`src/rtl/sp_eval_multi_if.sv`:
```
// Shared types and the OAM / CHR / line-buffer bus of the multi-sprite evaluator.
package sp_eval_multi_pkg;
    typedef enum logic {
        LEFT_TBL  = 1'b0,
        RIGHT_TBL = 1'b1
    } pattern_tbl_t;

    typedef struct packed {
        logic       active;
        logic [7:0] y_pos;
        logic [7:0] tile_idx;
        logic [7:0] attribute;
        logic [7:0] x_pos;
        logic [7:0] bitmap_hi;
        logic [7:0] bitmap_lo;
    } second_oam_t;

    typedef struct packed {
        logic [7:0] y_pos;
        logic [7:0] tile_idx;
        logic [7:0] attribute;
        logic [7:0] x_pos;
    } spr_entry_t;
endpackage

interface sp_eval_multi_if #(
    parameter int unsigned MAX_SPR = 8
);
    localparam int unsigned IDX_W = (MAX_SPR > 1) ? $clog2(MAX_SPR) : 1;

    logic [7:0]                       oam_addr;
    logic [7:0]                       oam_data;
    logic [12:0]                      chr_addr_lo;
    logic [12:0]                      chr_addr_hi;
    logic                             chr_re;
    logic [7:0]                       chr_data_lo;
    logic [7:0]                       chr_data_hi;
    logic                             line_wr;
    logic [IDX_W-1:0]                 line_wr_idx;
    sp_eval_multi_pkg::second_oam_t   line_wr_data;

    modport master (
        output oam_addr,
        input  oam_data,
        output chr_addr_lo, chr_addr_hi, chr_re,
        input  chr_data_lo, chr_data_hi,
        output line_wr, line_wr_idx, line_wr_data
    );

    modport slave (
        input  oam_addr,
        output oam_data,
        input  chr_addr_lo, chr_addr_hi, chr_re,
        output chr_data_lo, chr_data_hi,
        input  line_wr, line_wr_idx, line_wr_data
    );
endinterface

```
`src/rtl/sp_eval_multi.sv`:
```
// Per-scanline sprite evaluator: scans OAM, buffers up to MAX_SPR hits,
// fetches their bitplanes and writes every slot to the sprite line buffer.
module sp_eval_multi
    import sp_eval_multi_pkg::*;
#(
    parameter int unsigned MAX_SPR = 8,
    parameter int unsigned NUM_OAM = 64
) (
    input  logic            clk,
    input  logic            rst_n,
    input  logic            i_clk_en,
    input  logic [8:0]      i_row,
    input  logic [8:0]      i_col,
    input  logic            i_tall_mode,
    input  pattern_tbl_t    i_patt_tbl,
    sp_eval_multi_if.master bus,
    output logic            o_spr_overflow,
    output logic            o_spr0_on_line
);
    localparam int unsigned IDX_W      = (MAX_SPR > 1) ? $clog2(MAX_SPR) : 1;
    localparam int unsigned CNT_W      = $clog2(MAX_SPR + 1);
    localparam int unsigned OAM_IDX_W  = $clog2(NUM_OAM);
    localparam int unsigned FETCH_LAST = 256 + 2 * MAX_SPR;

    typedef enum logic [1:0] {
        IDLE  = 2'd0,
        SCAN  = 2'd1,
        FETCH = 2'd2,
        DONE  = 2'd3
    } state_t;

    state_t           r_state;
    logic [CNT_W-1:0] r_count;
    spr_entry_t       r_buf [MAX_SPR];
    logic [7:0]       r_cur_y;
    logic [7:0]       r_cur_tile;
    logic [7:0]       r_cur_attr;
    logic             r_hit;
    logic             r_spr0_cand;
    logic             r_tall;
    logic             r_ovf;
    logic             r_spr0;

    // Scan-phase decode: dot 1+4n+b reads byte b of sprite n
    logic [7:0]           w_scan_off;
    logic [1:0]           w_byte;
    logic [OAM_IDX_W-1:0] w_sprite;
    logic [8:0]           w_height;
    logic [8:0]           w_diff;
    logic                 w_in_range;
    logic                 w_collect;
    logic                 w_has_room;
    logic                 w_eval_row;
    logic                 w_ovf_set;
    logic                 w_ovf_clr;

    assign w_scan_off = 8'(i_col - 9'd1);
    assign w_byte     = w_scan_off[1:0];
    assign w_sprite   = w_scan_off[7:2];
    assign w_height   = r_tall ? 9'd16 : 9'd8;
    assign w_diff     = i_row - {1'b0, bus.oam_data};
    assign w_in_range = (w_diff < w_height);
    assign w_collect  = (i_row != 9'd261);
    assign w_has_room = (r_count < CNT_W'(MAX_SPR));
    assign w_eval_row = (i_row <= 9'd239) || (i_row == 9'd261);
    assign w_ovf_set  = (r_state == SCAN) && (w_byte == 2'd0) && w_collect
                        && w_in_range && !w_has_room;
    assign w_ovf_clr  = (i_row == 9'd261) && (i_col == 9'd1);

    // Fetch-phase decode: slot k addresses on dot 257+2k, writes on 258+2k
    logic [8:0]       w_fetch_off;
    logic [7:0]       w_slot;
    logic [IDX_W-1:0] w_idx;
    logic             w_active;
    spr_entry_t       w_ent;
    logic [3:0]       w_r;
    logic [3:0]       w_rf;
    logic [12:0]      w_base;
    logic [12:0]      w_addr_8;
    logic [12:0]      w_addr_16;
    logic [12:0]      w_addr_lo;

    assign w_fetch_off = i_col - 9'd257;
    assign w_slot      = w_fetch_off[8:1];
    assign w_idx       = IDX_W'(w_slot);
    assign w_active    = ({1'b0, w_slot} < 9'(r_count));
    assign w_ent       = r_buf[w_idx];
    assign w_r         = i_row[3:0] - w_ent.y_pos[3:0];
    assign w_rf        = w_ent.attribute[7] ? ((r_tall ? 4'd15 : 4'd7) - w_r) : w_r;
    assign w_base      = (i_patt_tbl == RIGHT_TBL) ? 13'h1000 : 13'h0000;
    assign w_addr_8    = w_base + {1'b0, w_ent.tile_idx, 1'b0, w_rf[2:0]};
    assign w_addr_16   = {w_ent.tile_idx[0], w_ent.tile_idx[7:1], w_rf[3], 1'b0, w_rf[2:0]};
    assign w_addr_lo   = r_tall ? w_addr_16 : w_addr_8;

    always_ff @(posedge clk or negedge rst_n) begin
        if (!rst_n) begin
            r_state     <= IDLE;
            r_count     <= '0;
            r_cur_y     <= '0;
            r_cur_tile  <= '0;
            r_cur_attr  <= '0;
            r_hit       <= 1'b0;
            r_spr0_cand <= 1'b0;
            r_tall      <= 1'b0;
            r_ovf       <= 1'b0;
            r_spr0      <= 1'b0;
            for (int k = 0; k < int'(MAX_SPR); k++) r_buf[k] <= '0;
        end else if (i_clk_en) begin
            // Clear has priority over a same-cycle set
            if (w_ovf_clr)      r_ovf <= 1'b0;
            else if (w_ovf_set) r_ovf <= 1'b1;

            unique case (r_state)
                IDLE: begin
                    if ((i_col == 9'd0) && w_eval_row) begin
                        r_state     <= SCAN;
                        r_count     <= '0;
                        r_spr0_cand <= 1'b0;
                        r_hit       <= 1'b0;
                        r_tall      <= i_tall_mode;
                    end
                end
                SCAN: begin
                    unique case (w_byte)
                        2'd0: begin
                            r_hit <= w_collect && w_in_range && w_has_room;
                            r_cur_y <= bus.oam_data;
                        end
                        2'd1: r_cur_tile <= bus.oam_data;
                        2'd2: r_cur_attr <= bus.oam_data;
                        default: begin
                            if (r_hit) begin
                                r_buf[IDX_W'(r_count)] <= '{y_pos:     r_cur_y,
                                                           tile_idx:  r_cur_tile,
                                                           attribute: r_cur_attr,
                                                           x_pos:     bus.oam_data};
                                r_count <= r_count + CNT_W'(1);
                                if (w_sprite == '0) r_spr0_cand <= 1'b1;
                            end
                        end
                    endcase
                    if (i_col == 9'd256) begin
                        r_state <= FETCH;
                        r_spr0  <= r_spr0_cand;
                    end
                end
                FETCH: begin
                    if (i_col == 9'(FETCH_LAST)) r_state <= DONE;
                end
                default: begin
                    if (i_col == 9'd340) r_state <= IDLE;
                end
            endcase
        end
    end

    // Bus drive: OAM address while scanning, CHR read / slot write while fetching
    always_comb begin
        bus.oam_addr     = '0;
        bus.chr_addr_lo  = '0;
        bus.chr_addr_hi  = '0;
        bus.chr_re       = 1'b0;
        bus.line_wr      = 1'b0;
        bus.line_wr_idx  = '0;
        bus.line_wr_data = '0;
        if (r_state == SCAN) bus.oam_addr = w_scan_off;
        if (r_state == FETCH) begin
            bus.chr_addr_lo = w_addr_lo;
            bus.chr_addr_hi = w_addr_lo + 13'd8;
            bus.chr_re      = !w_fetch_off[0];
            bus.line_wr     = w_fetch_off[0];
            if (w_fetch_off[0]) begin
                bus.line_wr_idx = w_idx;
                if (w_active) begin
                    bus.line_wr_data = '{active:    1'b1,
                                         y_pos:     w_ent.y_pos,
                                         tile_idx:  w_ent.tile_idx,
                                         attribute: w_ent.attribute,
                                         x_pos:     w_ent.x_pos,
                                         bitmap_hi: bus.chr_data_hi,
                                         bitmap_lo: bus.chr_data_lo};
                end
            end
        end
    end

    assign o_spr_overflow = r_ovf;
    assign o_spr0_on_line = r_spr0;
endmodule

```
`src/flat_wrapper.sv`:
```
// flat-port wrapper written by rule: the top's interface ports become plain ports
module sp_eval_multi_flat import sp_eval_multi_pkg::*;
#(
    parameter int unsigned MAX_SPR = 8,
    parameter int unsigned NUM_OAM = 64
)
  (clk, rst_n, i_clk_en, i_row, i_col, i_tall_mode, i_patt_tbl, o_spr_overflow, o_spr0_on_line, bus_oam_addr, bus_oam_data, bus_chr_addr_lo, bus_chr_addr_hi, bus_chr_re, bus_chr_data_lo, bus_chr_data_hi, bus_line_wr, bus_line_wr_idx, bus_line_wr_data);
  sp_eval_multi_if #(.MAX_SPR(MAX_SPR)) bus_i ();
  input  logic clk;
  input  logic rst_n;
  input  logic i_clk_en;
  input  logic [8:0] i_row;
  input  logic [8:0] i_col;
  input  logic i_tall_mode;
  input  pattern_tbl_t i_patt_tbl;
  output logic o_spr_overflow;
  output logic o_spr0_on_line;
  output wire logic [$bits(bus_i.oam_addr)-1:0] bus_oam_addr;
  input wire logic [$bits(bus_i.oam_data)-1:0] bus_oam_data;
  output wire logic [$bits(bus_i.chr_addr_lo)-1:0] bus_chr_addr_lo;
  output wire logic [$bits(bus_i.chr_addr_hi)-1:0] bus_chr_addr_hi;
  output wire logic [$bits(bus_i.chr_re)-1:0] bus_chr_re;
  input wire logic [$bits(bus_i.chr_data_lo)-1:0] bus_chr_data_lo;
  input wire logic [$bits(bus_i.chr_data_hi)-1:0] bus_chr_data_hi;
  output wire logic [$bits(bus_i.line_wr)-1:0] bus_line_wr;
  output wire logic [$bits(bus_i.line_wr_idx)-1:0] bus_line_wr_idx;
  output wire logic [$bits(bus_i.line_wr_data)-1:0] bus_line_wr_data;
  assign bus_oam_addr = bus_i.oam_addr;
  assign bus_i.oam_data = bus_oam_data;
  assign bus_chr_addr_lo = bus_i.chr_addr_lo;
  assign bus_chr_addr_hi = bus_i.chr_addr_hi;
  assign bus_chr_re = bus_i.chr_re;
  assign bus_i.chr_data_lo = bus_chr_data_lo;
  assign bus_i.chr_data_hi = bus_chr_data_hi;
  assign bus_line_wr = bus_i.line_wr;
  assign bus_line_wr_idx = bus_i.line_wr_idx;
  assign bus_line_wr_data = bus_i.line_wr_data;
  sp_eval_multi #(.MAX_SPR(MAX_SPR), .NUM_OAM(NUM_OAM)) u_core (.clk(clk), .rst_n(rst_n), .i_clk_en(i_clk_en), .i_row(i_row), .i_col(i_col), .i_tall_mode(i_tall_mode), .i_patt_tbl(i_patt_tbl), .bus(bus_i), .o_spr_overflow(o_spr_overflow), .o_spr0_on_line(o_spr0_on_line));
endmodule
```
`config.mk`:
```
export PLATFORM = sky130hd
export DESIGN_NAME = sp_eval_multi_flat
export DESIGN_NICKNAME = d
export VERILOG_FILES = /design/src/rtl/sp_eval_multi_if.sv /design/src/rtl/sp_eval_multi.sv /design/src/flat_wrapper.sv
export SDC_FILE = /design/constraint.sdc
export NUM_CORES = 1
export LEC_CHECK = 0
export ABC_AREA = 1
export CORE_MARGIN = 4
export CORE_UTILIZATION = 40
export CTS_CLUSTER_DIAMETER = 150
export DETAILED_ROUTE_END_ITERATION = 8
export PLACE_DENSITY_LB_ADDON = 0.1
export SLEW_MARGIN = 0
export SYNTH_ARGS = -nofsm -noshare
export SYNTH_HDL_FRONTEND = slang
export SYNTH_SLANG_ARGS = --single-unit
```
`constraint.sdc`:
```
create_clock -name clk -period 5.8 [get_ports clk]
set_clock_uncertainty 0.1 [all_clocks]
set_input_delay 1.16 -clock clk [delete_from_list [all_inputs] [get_ports clk]]
set_output_delay 1.16 -clock clk [all_outputs]
set_load 0.01 [all_outputs]
```
==> results by group <==
Status
  – Outcome: finished clean

Clocking
  – Cts hold-fix bufs: 0
  – Htree depth: 1
  – CTS root buf: clkbuf_16
  – CTS tree: yes
  – Later-pin clock latency in the skew report: 0.57 ns
  – Clock Tree Buf Depth: 3
  – CTS buffer count: 31
  – # clock sinks: 291
  – Clk pin slew, worst setup/hold paths: 0.06 ns

Critical path
  – Worst EP arrival: 4.32 ns
  – CP Max Fanout: 6
  – Required time worst endpoint: 4.54 ns
  – Worst Setup Start Kind: primary input
  – Setup CP Type: in2out
  – Crit path capture type: output port

Floorplanning
  – I/O Pins: 137
  – FP Rows: 69
  – Core ar.: 35600 µm²
  – Initial Utilization: 40.5%
  – Die ar.: 39100 µm²
  – Die Wd: 198 µm
  – Die Span Y: 198 µm

STA
  – Final period util: 96.2%
  – Setup TNS: 0 ns
  – Pins Over Slew Limit: 0
  – Final hold viol count: 0
  – Slew @ Worst Pin: 0.994 ns
  – Headroom to the max-slew limit: 33.6%
  – Tmin final: 5.58 ns
  – Unrepaired setup endpoints after global routing: false
  – Fmax: 179 MHz
  – Final setup fails: 0

Placed design
  – DP HPWL: 24.6 mm
  – Routability cong.: 0.908
  – PortBufs: 135

Detailed routing
  – Drt wl/cell: 17.4 µm
  – Via count: 12100
  – WL final: 40.9 mm
  – Routed Antenna Nets: 0
  – Drt via density: 5.18
  – DRC viols: 0
  – TritonRoute pass-1 iters: 5
  – Initial DRC count: 872

Logic synthesis
  – Mapped Area: 14400 µm²
  – List of most frequent post-synthesis cells: 490 x nand2_1, 308 x o21ai_0, 291 x dfrtp_1
  – EDFF count, synth: 0
  – Post-Syn Nets: 1844
  – Ys Warns: 0
  – Post-synthesis average cell area: 8.13 µm²
  – Top cell type's share of synthesized area: 50.6%
  – Top_reg_cell synth: dfrtp_1
  – Ys async rst share: 100%
  – Largest cells by area after synthesis: dfrtp_1 51%, nand2_1 13%, o21ai_0 11%
  – Synthesized instance count: 1772
  – Seq/Total Area, Yosys: 50.6%
  – Count leader, synth: nand2_1
  – Synth unique cells: 44
  – Seq cells post-synth: 291
  – Yosys top cell by area: dfrtp_1

Pwr
  – Leak: 7.99 nW
  – Pwr Density: 297 nW/µm²
  – VDD IR-drop max: 0.000237 V

Cells and area
  – Layout cells sized above 1: 8.01%
  – Final #Nets: 1934
  – Layout Area Growth over Synthesis: 19.5%
  – Final design utilization: 48.4%

GRT
  – Initial antenna violation count: 1
  – GRT Total Usage: 21.0%
  – Largest net degree at the start of global routing: 114
  – GR Overflow Total: 0
  – First-pass GRT wire length: 66.6 mm
  – Vias in the first global route: 12000

Min path
  – HP Class: reg2reg

Job
  – Max cap viols: 0
## what timing repair did
action,in CTS,in global routing
resized for setup,2,13
pin swaps,2,4
setup buffers,0,1
endpoints found under the setup margin,2,26
## logic make-up (layout without fill, tap and decap cells)
group	after synthesis	after routing	share of synthesized area (%)
buf+inv	235	347	6.80
other cells	1	2	0.0260
flops	291	291	50.6
fa+ha+maj	25	25	2.22
simple gates	760	760	21.3
xor+xnor	12	12	0.782
mux	26	26	1.82
compound gates	422	422	16.4
## metal layers
layer  vias to the layer above  track usage [%]  wire length, µm
met5                         -                0                0
met4                         0             3.67              586
met3                        43             2.38             2320
met2                       325             34.3            18500
met1                      5812             30.8            19500
li1                       5962                -                -
## power by group
part	switching, mW	leakage (nW)	internal [mW]	total [mW]
Sequential	0.0666	4.03	2.13	2.19
Clock	0.807	0.480	1.09	1.89
Combinational	0.670	3.48	0.357	1.03
Total	1.54	7.99	3.57	5.11
## registers in the layout, indices dropped and copies added, names as in the netlist
signal and cells:
u_core.r_tall 1, u_core.r_state 2, u_core.r_spr0_cand 1, u_core.o_spr0_on_line 1, u_core.r_cur_y 8, u_core.r_cur_tile 8
u_core.r_buf 256, u_core.r_count 4, u_core.o_spr_overflow 1, u_core.r_cur_attr 8, u_core.r_hit 1
## critical path, cell delays in order
cell and delay (ns):
clkdlybuf4s50_1 0.49, inv_1 0.09, ha_4 0.32, buf_2 0.21, nand2_1 0.07, o211ai_1 0.08
o311ai_0 0.14, o21ai_1 0.16, buf_4 0.15, inv_1 0.04, fa_1 0.52, o21ai_0 0.09
a21oi_1 0.20, clkdlybuf4s50_1 0.58
## through the flow
stage | std cells | area [µm²] | power (mW) | setup WS [ns] | hold slack, ns
2_1_floorplan | 1772 | 14400 | 2.83 | 0.633 | 0.345
3_3_place_gp | 2289 | 16200 | 3.25 | 0.0618 | 0.359
3_5_place_dp | 2289 | 16200 | 3.26 | 0.00536 | 0.365
4_1_cts | 2344 | 17200 | 5.18 | 0.00732 | 0.381
5_1_grt | 2345 | 17200 | 5.39 | 0.00372 | 0.402
6_report | 2346 | 17200 | 5.11 | 0.222 | 0.377
## worst paths after layout
path | start | endpoint | slack, ns | cells after the start
min in group asynchronous | rst_n | u_core.o_spr0_on_line$_DFFE_PN0P_ | 0.51 | 1
hold / removal | u_core.r_buf[177]$_DFFE_PN0P_ | u_core.r_buf[177]$_DFFE_PN0P_ | 0.38 | 2
max in group asynchronous | rst_n | u_core.r_buf[184]$_DFFE_PN0P_ | 3.85 | 2
setup / recovery | i_col[1] | bus_chr_addr_hi[1] | 0.22 | 14
hold reg to reg | u_core.r_buf[177]$_DFFE_PN0P_ | u_core.r_buf[177]$_DFFE_PN0P_ | 0.38 | 2
setup reg to reg | u_core.r_state[1]$_DFFE_PN0P_ | u_core.r_buf[168]$_DFFE_PN0P_ | 2.67 | 6
## cells in the final DEF (no fill, tap or decap), types with 4 or more instances in the layout
cell,count
clkbuf_16,31
a31oi_1,4
clkbuf_1,9
ha_1,23
dlymetal6s2s_1,5
nor3_1,5
o21ai_0,306
o31ai_1,20
nand3_1,30
o211ai_1,18
nand3_2,7
o311ai_0,34
xor2_1,8
clkinv_2,5
clkdlybuf4s50_1,129
nand2_1,489
nor2_2,13
mux2i_1,24
dfrtp_1,291
clkbuf_8,8
a21oi_1,29
or2_2,19
inv_1,104
buf_12,4
nor2_1,185
buf_4,41
## layout make-up
class,instances,area [µm²]
Multi-Input combinational cell,1246,6190
Clock inverter,7,52.6
Antenna cell,1,2.50
Sequential cell,291,7280
Clock buffer,48,920
Timing Repair Buffer,182,1770
Tap cell,461,577
Fill cell,3509,18400
Inverter,110,418
Power figures use the tool's default switching activity.
